### src/rtl/mem_bus_arbiter.sv
// Round-robin owner of the shared memory bus: instruction-side line reads vs data-side refills/writebacks.
// Whole-line bursts of BEATS beats, never preempted; one idle turnaround cycle between bursts.
module mem_bus_arbiter #(
  parameter int ADDRESS_WIDTH = 64,
  parameter int DATA_WIDTH    = 64,
  parameter int BEATS         = 8
) (
  input  logic                     clk,
  input  logic                     reset,
  input  logic                     i_req,
  input  logic [ADDRESS_WIDTH-1:0] i_addr,
  output logic                     i_grant,
  output logic                     i_data_valid,
  output logic                     i_done,
  input  logic                     d_req,
  input  logic [ADDRESS_WIDTH-1:0] d_addr,
  input  logic                     d_we,
  input  logic [DATA_WIDTH-1:0]    d_wdata,
  output logic                     d_wdata_pop,
  output logic                     d_grant,
  output logic                     d_data_valid,
  output logic                     d_done,
  output logic [DATA_WIDTH-1:0]    out_rdata,
  output logic                     bus_req,
  output logic [ADDRESS_WIDTH-1:0] bus_addr,
  output logic                     bus_we,
  input  logic                     bus_ack,
  input  logic                     bus_rvalid,
  input  logic [DATA_WIDTH-1:0]    bus_rdata,
  output logic [DATA_WIDTH-1:0]    bus_wdata,
  input  logic                     bus_wready
);
  localparam int CW = $clog2(BEATS) + 1;

  typedef enum logic [1:0] {IDLE, ADDR, DATA} state_t;

  state_t                   state_q;
  logic                     owner_q;  // 1 = data side
  logic                     last_q;   // side served most recently, 1 = data side
  logic [ADDRESS_WIDTH-1:0] addr_q;
  logic                     we_q;
  logic [CW-1:0]            cnt_q;
  logic                     i_grant_q;
  logic                     d_grant_q;
  logic                     bus_req_q;

  logic any_req;
  logic win_d;
  logic beat;
  logic last_beat;

  assign any_req   = i_req | d_req;
  // Data side wins when alone, or on a tie when the instruction side went last.
  assign win_d     = d_req & (~i_req | ~last_q);
  assign beat      = (state_q == DATA) & (we_q ? bus_wready : bus_rvalid);
  assign last_beat = beat & (cnt_q == CW'(BEATS - 1));

  always_ff @(posedge clk) begin
    if (reset) begin
      state_q   <= IDLE;
      owner_q   <= 1'b0;
      last_q    <= 1'b1;
      addr_q    <= '0;
      we_q      <= 1'b0;
      cnt_q     <= '0;
      i_grant_q <= 1'b0;
      d_grant_q <= 1'b0;
      bus_req_q <= 1'b0;
    end else begin
      case (state_q)
        IDLE: begin
          if (any_req) begin
            state_q   <= ADDR;
            owner_q   <= win_d;
            last_q    <= win_d;
            addr_q    <= win_d ? d_addr : i_addr;
            we_q      <= win_d & d_we;
            cnt_q     <= '0;
            i_grant_q <= ~win_d;
            d_grant_q <= win_d;
            bus_req_q <= 1'b1;
          end
        end
        ADDR: begin
          if (bus_ack) begin
            state_q   <= DATA;
            bus_req_q <= 1'b0;
          end
        end
        DATA: begin
          if (last_beat) begin
            state_q   <= IDLE;
            i_grant_q <= 1'b0;
            d_grant_q <= 1'b0;
          end else if (beat) begin
            cnt_q <= cnt_q + 1'b1;
          end
        end
        default: state_q <= IDLE;
      endcase
    end
  end

  assign i_grant      = i_grant_q;
  assign d_grant      = d_grant_q;
  assign bus_req      = bus_req_q;
  assign bus_addr     = addr_q;
  assign bus_we       = we_q;
  assign i_data_valid = beat & ~we_q & ~owner_q;
  assign d_data_valid = beat & ~we_q & owner_q;
  assign d_wdata_pop  = beat & we_q;
  assign i_done       = last_beat & ~owner_q;
  assign d_done       = last_beat & owner_q;
  assign out_rdata    = bus_rdata;
  assign bus_wdata    = d_wdata;
endmodule
### config.mk
export PLATFORM = sky130hd
export DESIGN_NAME = mem_bus_arbiter
export DESIGN_NICKNAME = d
export VERILOG_FILES = /design/src/rtl/mem_bus_arbiter.sv
export SDC_FILE = /design/constraint.sdc
export NUM_CORES = 1
export LEC_CHECK = 0
export ABC_CLOCK_PERIOD_IN_PS = 1700
export BUFFER_PORTS_ARGS = -buffer_cell sky130_fd_sc_hd__buf_2
export CAP_MARGIN = 20
export CORE_AREA = 2 2 183 185
export DETAILED_ROUTE_END_ITERATION = 12
export DIE_AREA = 0 0 185 187
export PLACE_DENSITY_LB_ADDON = 0.15
export SYNTH_ARGS = -nofsm -noshare
export SYNTH_HDL_FRONTEND = slang
export SYNTH_SLANG_ARGS = --single-unit
### constraint.sdc
create_clock -name clk -period 1.7 [get_ports clk]
set_input_delay 0.17 -clock clk [delete_from_list [all_inputs] [get_ports clk]]
set_output_delay 0.17 -clock clk [all_outputs]
set_load 0.1 [all_outputs]
==> run summary <==
Worst hold path class: input pin to flip-flop
Global-route usage over all layers: 7.45%
Slowest stage cell, crit path: dfxtp_4
GP Congestion: 0.679
I/O pin cnt: 465
Fmax: 0.613 GHz
Hold_sp: i_addr[10]
Origin of the worst setup path: bus_we
Multi-input gate area: 1320 µm²
Period minus WS final: 1630 ps
Yosys cell types: 34
CP top delay family: flip-flops
CTS tree: yes
Port Buffers: 208
Hold-fix buffers, CTS: 0
Die Area: 34600 µm²
Vias: 3426
Iter 0 DRT Violations: 285
Final hold viol count: 0
Core Util, Final: 15.3%
Worst-path clk slew: 60 ps
Pre-antenna DRT Iters: 8
Leakage: 0.00221 µW
Filler cells: 3803
# clock sinks: 76
Die Height: 187 µm
DRC: 0
Initial antenna violation count: 2
Die X: 185 µm
Predominant post-synthesis flop cell: dfxtp_1
Seq cells post-synth: 76
HPWL Detailed: 10300 µm
Mean number of vias per cell: 3.61
Max Root-Sink Buffers: 2
Hold WS: 62.8 ps
Max Cap Violations: 0
CP Capture Type: output port
RR Startpoint: state_q[0]
Slowest Stage Delay on Critical Path: 400 ps
Post-synth net total: 686
Cells after Synth: 421
Worst EP arrival: 1460 ps
Final Cycle Share: 95.9%
Crit path required time: 1530 ps
Slew of the pin with the lowest slew margin: 539 ps
Wire length of the first global-routing pass: 19400 µm
Sequential Area: 1530 µm²
CP Class: flip-flop to output port
Global route overflow: 0
Crit start category: flip-flop
Final ANT Viol Nets: 0
Buf/Inv on CP: 1
Avg Inst Size Synth: 9.24 µm²
Starting Density: 11.8%
Max transition margin: 64.3%
Yosys Warn Count: 0
Final count of negative-setup-slack endpoints: 0
Post-synth EDFFs: 0
Layout cells sized above 1: 51.7%
Vias in the first global route: 3466
H-tree levels: 3
Total length of routed wires: 13500 µm
Nets: 761
Synth area leader: dfxtp_1
Yosys top cell area share: 39.1%
Largest net degree at the start of global routing: 47
Mapped Area: 3890 µm²
CTS root buffer: clkbuf_16
Core area: 32900 µm²
Area contributors post-synth: dfxtp_1 39%, buf_4 26%, a222oi_1 16%
WL/cell: 14.2 µm
Outcome: complete, no violations
Area growth from synthesis to layout: 28.9%
RSZ-0062 raised after global routing: true
Critical path cell sequence: mux2_4 -> nand2_4 -> nor3_4 -> buf_12
Slew Limit Fails: 0
Pwr Density: 1250 nW/µm²
Final setup skew: 5.97 ps
Ys async rst share: 0%
Worst Path Max Fanout: 6
Num CTS Buffers: 9
# rows: 67
Worst vdd ir: 0.401 mV
Worst-Skew Late Latency: 340 ps
Ant. Diodes: 0
Sequential fraction of the synthesis area: 39.1%
## per-stage QoR
stage	total power [µW]	instance area, µm²	cells	TNS [ps]	setup WS [ps]
after global routing	6610	5010	949	-19.0	-14.8
final	6280	5010	949	0	69.0
after global placement	4400	4630	927	0	86.7
after detailed placement	4400	4630	927	0	53.8
after floorplan	5280	3940	421	-413	-178
after CTS	6440	4980	947	0	4.19
## synthesized netlist by cell type, types with 2 or more instances
cell type  number
nor3_1          3
a31oi_1         3
nand2_1         4
and3_1          3
nand3b_1        2
buf_2           8
dfxtp_1        76
nor2_1         74
nor2b_1         3
buf_4         135
clkbuf_1       14
buf_6           3
a222oi_1       64
o21ai_0         2
nand3_1         3
a21oi_1         6
## power by group
part | internal, µW | switching (µW) | leakage, µW
Combinational | 519 | 1770 | 0.00144
Sequential | 1960 | 109 | 0.000629
Clock | 1140 | 787 | 0.000139
## state kept, by name, indices dropped and copies added (netlist names)
signal / count
state_q: 2
owner_q: 1
d_grant: 1
bus_addr: 64
bus_req: 1
cnt_q: 4
last_q: 1
i_grant: 1
bus_we: 1
## per-layer routing
metal	wire (µm)	vias up	track usage, %
met5	26	-	0
met4	384	4	3.85
met3	1520	53	3.37
met2	6710	226	13.1
met1	4800	1575	7.31
li1	-	1568	-
## placed cells by master, fill, tap and decap left out, drive strengths merged
cell type and instances:
buf 225, dfxtp 76, nor2 74, a222oi 64, clkbuf 10, a21oi 6
nand2 5, a31oi 3, nor3 3, and3 3, nor2b 3, nand3 3
nand3b 2, clkinv 2, clkinvlp 2, inv 2, o21ai 2, mux2 1
and3b 1, or2 1, a211oi 1, a21bo 1, a32oi 1, o2111ai 1
nand4 1, o211ai 1, or3 1, or3b 1, a211o 1, a22oi 1
mux2i 1, ha 1, bufinv 1
## timing repair
action / CTS / global route
hold endpoints to repair: 0 / 0
setup endpoints to repair: 4 / 4
setup buffers: 4 / 2
gates resized for setup: 8 / 3
pin swaps: 5 / 1
## worst register-to-register path, cell delays in order (launching register included)
cell      delay, ps
dfxtp_1         350
nor2_1          220
o21ai_4         100
buf_4           240
a222oi_1        420
nor2_1           70
## path summary, 6_finish.rpt
check,endpoint,slack [ps],cells past startpoint
min reg2reg,bus_req,460,2
max reg2reg,bus_addr[58],170,5
max,i_data_valid,70,4
min,bus_addr[10],60,3
## cell families after synthesis
group	Yosys count	share of synthesized area (%)
buf+inv	162	29.5
simple gates	98	10.9
compound gates	82	19.6
flops	76	39.1
mux	2	0.547
fa+ha+maj	1	0.322
## area by class of cell
| class | instances | area share (%) |
|---|---|---|
| Tap cell | 448 | 11.2 |
| Clock inverter | 6 | 1.27 |
| Timing Repair Buffer | 225 | 26.1 |
| Sequential cell | 76 | 30.5 |
| Multi-Input combinational cell | 183 | 26.2 |
| Clock buffer | 10 | 4.57 |
| Inverter | 1 | 0.0749 |
No activity file was read; power rests on OpenSTA's default activity.
